--- src/rtl/rr_merge_arbiter_pkg.sv ---
// Shared router constants: packet field layout, default widths/depths and a
// constant-safe clog2 helper used for register sizing.
package rr_merge_arbiter_pkg;

  localparam int PKT_WIDTH = 30;
  localparam int DX_MSB    = 29;
  localparam int DX_LSB    = 21;
  localparam int DY_MSB    = 20;
  localparam int DY_LSB    = 12;

  // North/south packets carry no dx field.
  localparam int DEF_DATA_WIDTH = PKT_WIDTH - (DX_MSB - DX_LSB + 1);
  localparam int DEF_OUT_DEPTH  = 4;

  function automatic int clog2(input int value);
    int r;
    r = 0;
    for (int v = value - 1; v > 0; v = v >> 1) begin
      r++;
    end
    return r;
  endfunction

endpackage

--- src/rtl/rr_pick.sv ---
// Cyclic priority search: first set request at or after start_i, wrapping,
// found by scanning the low half of a doubled and right-shifted request vector.
module rr_pick
  import rr_merge_arbiter_pkg::*;
#(
  parameter int N  = 3,
  parameter int IW = clog2(N)
) (
  input  logic [N-1:0]  req_i,
  input  logic [IW-1:0] start_i,
  output logic [N-1:0]  gnt_o,
  output logic [IW-1:0] idx_o,
  output logic          any_o
);

  logic [2*N-1:0] dbl;

  always_comb begin
    int pos;
    pos   = 0;
    dbl   = {req_i, req_i} >> start_i;
    idx_o = '0;
    any_o = 1'b0;
    for (int k = 0; k < N; k++) begin
      if (!any_o && dbl[k]) begin
        any_o = 1'b1;
        pos   = int'(start_i) + k;
        if (pos >= N) pos = pos - N;
        idx_o = IW'(pos);
      end
    end
    gnt_o = any_o ? (N'(1) << idx_o) : '0;
  end

endmodule

--- src/rtl/rr_merge_arbiter.sv ---
// Credit-based round-robin merge of NUM_IN FWFT source FIFOs into one
// downstream FIFO, with a per-source burst limit and registered write port.
module rr_merge_arbiter
  import rr_merge_arbiter_pkg::*;
#(
  parameter int DATA_WIDTH = rr_merge_arbiter_pkg::DEF_DATA_WIDTH,
  parameter int NUM_IN     = 3,
  parameter int OUT_DEPTH  = rr_merge_arbiter_pkg::DEF_OUT_DEPTH,
  parameter int MAX_BURST  = 2
) (
  input  logic                         clk,
  input  logic                         reset_n,
  input  logic [NUM_IN*DATA_WIDTH-1:0] din,
  input  logic [NUM_IN-1:0]            buffer_empty,
  output logic [NUM_IN-1:0]            read_en,
  input  logic                         out_ren,
  output logic [DATA_WIDTH-1:0]        dout,
  output logic                         wen,
  output logic [clog2(NUM_IN)-1:0]     grant_idx,
  output logic                         credit_err
);

  localparam int IW = clog2(NUM_IN);
  localparam int BW = clog2(MAX_BURST + 1);
  localparam int CW = clog2(OUT_DEPTH + 1);

  localparam logic [IW-1:0] LAST_SRC   = IW'(NUM_IN - 1);
  localparam logic [BW-1:0] BURST_MAX  = BW'(MAX_BURST);
  localparam logic [CW-1:0] CREDIT_MAX = CW'(OUT_DEPTH);

  logic [IW-1:0]         last_q, last_d;
  logic [IW-1:0]         gidx_q, gidx_d;
  logic [BW-1:0]         burst_q, burst_d;
  logic [CW-1:0]         credits_q, credits_d;
  logic [DATA_WIDTH-1:0] dout_q, dout_d;
  logic                  wen_q, wen_d;
  logic                  err_q, err_d;

  logic [NUM_IN-1:0] req;
  logic [NUM_IN-1:0] pick_gnt;
  logic [IW-1:0]     pick_idx;
  logic [IW-1:0]     start_idx;
  logic [IW-1:0]     sel;
  logic              pick_any;
  logic              hold;
  logic              issue;

  assign req       = ~buffer_empty;
  assign start_idx = (last_q == LAST_SRC) ? '0 : last_q + 1'b1;

  rr_pick #(
    .N  (NUM_IN),
    .IW (IW)
  ) u_pick (
    .req_i   (req),
    .start_i (start_idx),
    .gnt_o   (pick_gnt),
    .idx_o   (pick_idx),
    .any_o   (pick_any)
  );

  // burst_q is 0 only out of reset, so the first grant always searches from 0.
  assign hold  = req[last_q] && (burst_q != '0) && (burst_q < BURST_MAX);
  assign sel   = hold ? last_q : pick_idx;
  assign issue = reset_n && (credits_q != '0) && pick_any;

  assign read_en = !issue ? '0 :
                   hold   ? (NUM_IN'(1) << last_q) : pick_gnt;

  always_comb begin
    dout_d    = dout_q;
    wen_d     = 1'b0;
    last_d    = last_q;
    gidx_d    = gidx_q;
    burst_d   = burst_q;
    credits_d = credits_q;
    err_d     = err_q;

    if (issue) begin
      for (int i = 0; i < NUM_IN; i++) begin
        if (sel == IW'(i)) dout_d = din[i*DATA_WIDTH +: DATA_WIDTH];
      end
      wen_d  = 1'b1;
      last_d = sel;
      gidx_d = sel;
      if (sel != last_q)             burst_d = BW'(1);
      else if (burst_q != BURST_MAX) burst_d = burst_q + 1'b1;
    end

    if (issue && !out_ren) begin
      credits_d = credits_q - 1'b1;
    end else if (!issue && out_ren) begin
      if (credits_q == CREDIT_MAX) err_d = 1'b1;
      else                         credits_d = credits_q + 1'b1;
    end
  end

  always_ff @(posedge clk or negedge reset_n) begin
    if (!reset_n) begin
      dout_q    <= '0;
      wen_q     <= 1'b0;
      last_q    <= LAST_SRC;
      gidx_q    <= '0;
      burst_q   <= '0;
      credits_q <= CREDIT_MAX;
      err_q     <= 1'b0;
    end else begin
      dout_q    <= dout_d;
      wen_q     <= wen_d;
      last_q    <= last_d;
      gidx_q    <= gidx_d;
      burst_q   <= burst_d;
      credits_q <= credits_d;
      err_q     <= err_d;
    end
  end

  assign dout       = dout_q;
  assign wen        = wen_q;
  assign grant_idx  = gidx_q;
  assign credit_err = err_q;

endmodule

--- config.mk ---
export PLATFORM = sky130hd
export DESIGN_NAME = rr_merge_arbiter
export DESIGN_NICKNAME = d
export VERILOG_FILES = /design/src/rtl/rr_merge_arbiter_pkg.sv /design/src/rtl/rr_pick.sv /design/src/rtl/rr_merge_arbiter.sv
export SDC_FILE = /design/constraint.sdc
export NUM_CORES = 1
export LEC_CHECK = 0
export CORE_UTILIZATION = 30
export DETAILED_ROUTE_END_ITERATION = 10
export PLACE_DENSITY = 0.77
export SETUP_SLACK_MARGIN = 0.1
export SYNTH_ARGS = -nofsm -noshare
export SYNTH_HDL_FRONTEND = slang
export SYNTH_SLANG_ARGS = --single-unit
--- constraint.sdc ---
create_clock -name clk -period 2.1 [get_ports clk]
set_input_delay 0.42 -clock clk [delete_from_list [all_inputs] [get_ports clk]]
set_output_delay 0.42 -clock clk [all_outputs]
set_load 0.05 [all_outputs]
==> flow_metrics.tcl, run 1 <==
set metrics [dict create \
    grt_pass1_vias 1902 \
    synth_area_mm2 0.00187 \
    first_pass_iters 4 \
    timing.final.crit_period_ns 2.23 \
    synth_fp_nets 273 \
    regToRegStartpoint "burst_q[1]" \
    routed-via-count 1927 \
    routedWlPerCell_um 15.2 \
    synthFlopType "dfrtp_1" \
    path_max_fanout 5 \
    antenna_found_initial 0 \
    first_iter_violations 92 \
    path_class "reg2out" \
    via_per_inst 4.94 \
    failed_checks "negative setup slack" \
    grt_max_degree 32 \
    maxSlewViolCount 0 \
    nets 388 \
    post-dp-hpwl_mm 4.22 \
    cap_violations 0 \
    stdcell_area_mm2 0.00338 \
    fin_util_pct 56.7 \
    cts_max_level 2 \
    cts_root_buf "clkbuf_8" \
    antenna_left 0 \
    r2r-end "dout[4]" \
    clk_latency_ns 0.27 \
    cts_tree "yes" \
    finalWirelength_mm 5.95 \
    placed_cells 376 \
    fin_skew_ns 0.00857 \
    maxSlewHeadroom_pct 65.2 \
    ys_ff_latch 31 \
    outcome "finished with violations" \
    worst-slew-pin-transition_ns 0.521 \
    async_flop_share_pct 100 \
    setup_violations 10 \
    synth_edf_count 0 \
    clk_path_buf_depth 2 \
    pin_count 97 \
    ys_seq_area_share_pct 41.6 \
    numPortBuffers 96 \
    synth_common_cells "inv_1 (31), dfrtp_1 (29), nand2_1 (28)" \
    rsz0062_at_grt "true" \
    vdd_drop_max_mv 0.653 \
    row_count 28 \
    nFillCells 526 \
    antenna_cells 0 \
    synthCells 199 \
    synth_area_leaders "dfrtp_1 (39%), mux2i_1 (12%), o221ai_1 (9.8%), inv_1 (6.2%), nand2_1 (5.6%)" \
    cts_sinks 31 \
    layout-drive-gt1-share_pct 20.6 \
    die_y_um 80.9 \
    leakagePower_nw 1.54 \
    synth_top_area_cell "dfrtp_1" \
    core-area_mm2 0.00596 \
    clk_pin_slew_worst_paths_ns 0.07 \
    gp_congestion 0.806 \
    drc 0 \
    r2r_slack_ns -0.06 \
    worstPathArrival_ns 1.81 \
    postPlaceCellArea_mm2 0.00309 \
    fmax_mhz 448 \
    hold_buffers 0 \
    grt_pass1_wl_mm 8.94 \
    yosysUniqueCellTypes 38 \
    min_period_over_period_pct 106 \
    fp.dieW_um 80.9 \
    setup_slack_ns -0.131 \
    dieArea_mm2 0.00655 \
    cts_buffers 5 \
    yosysTopAreaCellShare_pct 38.8 \
    overflow 0 \
    crit_path_end_kind "output port" \
    startpoint_type "register" \
    grt.total_usage_pct 17.9 \
    final_cells 390 \
    synthToLayoutAreaGrowth_pct 80.7 \
    holdCritPathClass "in2async" \
    required_ns 1.68 \
    start_util_pct 31.4 \
    p_per_area_mw_per_mm2 1390 \
    yosysMostFrequentCell "inv_1" \
    hold_viol 0 \
    r2r_cells 9 \
    avgSynthCellArea_um2 9.39 \
    yosys_warnings 0 \
]
[stage by stage]
step	total power (W)	setup slack, ns	hold slack (ns)	TNS [ns]
floorplan	0.00300	-0.0831	0.124	-0.0831
global placement	0.00386	-0.245	0.459	-4.03
detailed placement	0.00393	-0.278	0.478	-5.42
CTS	0.00464	-0.154	0.386	-0.683
global route	0.00496	-0.240	0.411	-2.65
finish	0.00468	-0.131	0.367	-0.693
[cell type report]
type	count	area [um2]	area share, %
Clock buffer	7	86.3	2.56
Clock inverter	1	5.00	0.148
Inverter	31	129	3.82
Multi-Input combinational cell	122	1020	30.3
Sequential cell	31	778	23.0
Tap cell	75	93.8	2.78
Timing Repair Buffer	123	1260	37.4
[critical path: stages (launching register included)]
cell      delay (ns)
dfrtp_1         0.39
inv_2           0.07
ha_4            0.12
buf_6           0.10
o22ai_2         0.06
a211o_1         0.28
o22ai_1         0.11
nand2b_1        0.17
inv_8           0.09
buf_12          0.13
[report_power, final]
| group | internal [W] | switching (W) | total [W] | leakage, nW |
|---|---|---|---|---|
| clock network | 0.000264 | 0.000214 | 0.000478 | 0.0482 |
| logic | 0.00134 | 0.00177 | 0.00312 | 1.11 |
| registers | 0.000893 | 0.000194 | 0.00109 | 0.375 |
| total | 0.00250 | 0.00218 | 0.00468 | 1.54 |
[placed cells by master (no fill, tap or decap), types with 5 or more instances in the layout]
cell type	n
clkbuf_8	6
nand2_1	28
buf_6	5
dfrtp_1	29
a21oi_1	6
buf_4	18
buf_12	7
clkdlybuf4s50_1	88
inv_1	26
mux2i_1	17
o221ai_1	17
[layer usage]
layer | track usage [%] | part of all wire (%) | vias up
met3 | 4.94 | 8.2 | 2
met4 | 2.68 | 0.12 | 0
met2 | 33.8 | 52 | 64
met1 | 20.3 | 40 | 926
met5 | 0 | 0 | -
li1 | - | - | 935
[worst max-delay path by stage]
| stage | depth (start not counted) | slack (ns) | start | to |
|---|---|---|---|---|
| 2_1_floorplan | 9 | -0.08 | burst_q[1] | read_en[1] |
| 3_3_place_gp | 11 | -0.25 | buffer_empty[1] | credits_q[2] |
| 3_5_place_dp | 11 | -0.28 | buffer_empty[1] | credits_q[2] |
| 4_1_cts | 9 | -0.15 | burst_q[0] | read_en[2] |
| 5_1_grt | 9 | -0.24 | burst_q[1] | read_en[2] |
| 6_report | 9 | -0.13 | burst_q[1] | read_en[2] |
[cell families after synthesis]
kind of cell | share of synthesized area [%]
compound gates | 20.6
xor+xnor | 0.469
buf+inv | 11.7
simple gates | 10.0
flops | 41.6
mux | 11.8
fa+ha+maj | 3.75
[flip-flops by register name (all words and copies together), names as in the netlist]
name / count
credit_err: 1
dout: 21
last_q: 2
wen: 1
burst_q: 2
credits_q: 3
grant_idx: 1
[repair_timing]
| item | 4_1_cts | 5_1_grt |
|---|---|---|
| endpoints found under the setup margin | 25 | 25 |
| pin swaps | 5 | 2 |
| buffers inserted | 5 | 1 |
| gates cloned | 1 | 0 |
| gates resized for setup | 20 | 16 |
Power figures use the tool's default switching activity.
==> inputs of run 2 (changes only) <==
Settings changed: PLACE_DENSITY 0.77 to 0.75.
Clock period 2.1 ns to 2.9 ns, I/O delays scaled along.
==> flow_metrics.tcl, run 2 (synthesis results as in run 1) <==
set metrics [dict create \
    pwr-share-comb_pct 62.5 \
    outcome "finished, final reports clean" \
    hold_start "dout[6]" \
    cts_root_buf "clkbuf_8" \
    post-dp-hpwl_mm 3.90 \
    seqPwrFrac_pct 26.9 \
    r2r_cells 8 \
    finalWirelength_mm 5.18 \
    synthToLayoutAreaGrowth_pct 60.6 \
    cts_max_level 2 \
    maxSlewHeadroom_pct 64.7 \
    required_ns 2.32 \
    layout-drive-gt1-share_pct 8.45 \
    ctsResizeCount 0 \
    final_cells 371 \
    worst-slew-pin-transition_ns 0.528 \
    core-area_mm2 0.00596 \
    first_pass_iters 4 \
    dieArea_mm2 0.00655 \
    hold_viol 0 \
    dp_slack_ns 0.144 \
    min_period_over_period_pct 93.0 \
    numPortBuffers 96 \
    cap_violations 0 \
    layout_commonest_cell "clkdlybuf4s50_1" \
    antenna_found_initial 0 \
    top_layer "met4" \
    drc 0 \
    layout_common_cells "clkdlybuf4s50_1 (93), inv_1 (31), nand2_1 (28), dfrtp_1 (28), mux2i_1 (22)" \
    leakagePower_nw 1.40 \
    clk_pin_slew_worst_paths_ns 0.06 \
    nFillCells 579 \
    fmax_mhz 371 \
    fin_tns_setup_ns 0 \
    row_count 28 \
    multi_input_area_um2 880 \
    pin_count 97 \
    seqCellArea_um2 779 \
    placed_cells 363 \
    holdCritPathClass "reg2reg" \
    rsz0062_at_grt "false" \
    setup_slack_ns 0.203 \
    crit_path_end_kind "output port" \
    hold_depth 2 \
    cts_sinks 31 \
    intPower_w 0.00154 \
    r2r-end "dout[16]" \
    r2r_slack_ns 0.44 \
    via_per_inst 4.87 \
    grt_pass1_vias 1793 \
    routed-via-count 1806 \
    regToRegStartpoint "burst_q[1]" \
    startpoint_type "input port" \
    grt.total_usage_pct 16.4 \
    worstPathArrival_ns 2.12 \
    fin_skew_ns 0.00372 \
    setup_violations 0 \
    hold_buffers 0 \
    p_sw_w 0.00143 \
    wl_met3_um 459 \
    gp_congestion 0.797 \
    clk_path_buf_depth 2 \
    clk_latency_ns 0.27 \
    die_y_um 80.9 \
    nets 369 \
    grt_max_degree 32 \
    start_util_pct 31.4 \
    first_iter_violations 71 \
    wl_met1_mm 2.19 \
    grt_pass1_wl_mm 8.18 \
    cts_buffers 5 \
    vdd_drop_max_mv 0.462 \
    routedWlPerCell_um 14.0 \
    fp.dieW_um 80.9 \
    p_clk_share_pct 10.6 \
    whs_endpoint "dout[6]" \
    timing.final.crit_period_ns 2.70 \
    cts_tree "yes" \
    post_cts_buffers 0 \
    path_class "in2out" \
    path_max_fanout 5 \
    p_per_area_mw_per_mm2 991 \
    overflow 0 \
    switching_share_pct 48.2 \
    maxSlewViolCount 0 \
    largest_reg_flops 21 \
    antenna_cells 0 \
    antenna_left 0 \
    route.met2.wl_mm 2.48 \
]
run 2: final cells by class:
cell class              count  area share, %
flip-flops and latches     31           26.0
repair buffers            104           35.0
clock buffers               7           2.54
well taps                  75           3.13
clock inverters             1          0.167
multi-input cells         122           29.3
inverters                  31           3.88
run 2: per-stage QoR:
step / hold WS (ns) / instance area [um2] / utilization [%] / total power (W)
after CTS: 0.489 / 3000 / 50.4 / 0.00301
after detailed placement: 0.463 / 2920 / 49.0 / 0.00268
final: 0.484 / 3000 / 50.4 / 0.00297
after global placement: 0.454 / 2920 / 49.0 / 0.00264
after floorplan: 0.284 / 1880 / - / 0.00209
after global routing: 0.507 / 3000 / 50.4 / 0.00317
run 2: power by group through the flow:
stage                     Clock [W]  Sequential [W]  Combinational (W)
after floorplan                   0         0.00131           0.000774
after global placement            0        0.000791            0.00185
after detailed placement          0        0.000806            0.00188
after CTS                  0.000331        0.000799            0.00188
after global routing       0.000351        0.000830            0.00199
final                      0.000315        0.000801            0.00186
run 2: critical path, cell delays in order:
cell and delay (ns):
clkdlybuf4s50_1 0.54, buf_4 0.15, o22ai_1 0.08, a211o_1 0.28, o22ai_1 0.13, nand2b_1 0.11
inv_1 0.11, buf_12 0.14
run 2: worst max-delay path by stage:
stage	endpoint	cells past startpoint	slack (ns)	startpoint
floorplan	read_en[1]	9	0.26	burst_q[1]
global placement	credits_q[2]	11	0.20	buffer_empty[1]
detailed placement	credits_q[2]	11	0.14	buffer_empty[1]
CTS	read_en[1]	7	0.19	burst_q[1]
global route	read_en[2]	8	0.13	buffer_empty[1]
finish	read_en[2]	8	0.20	buffer_empty[1]
run 2: per-layer routing:
layer	global-route usage, %	vias up
li1	-	887
met5	0	-
met3	4.83	8
met4	3.75	0
met2	28.8	68
met1	19.6	843
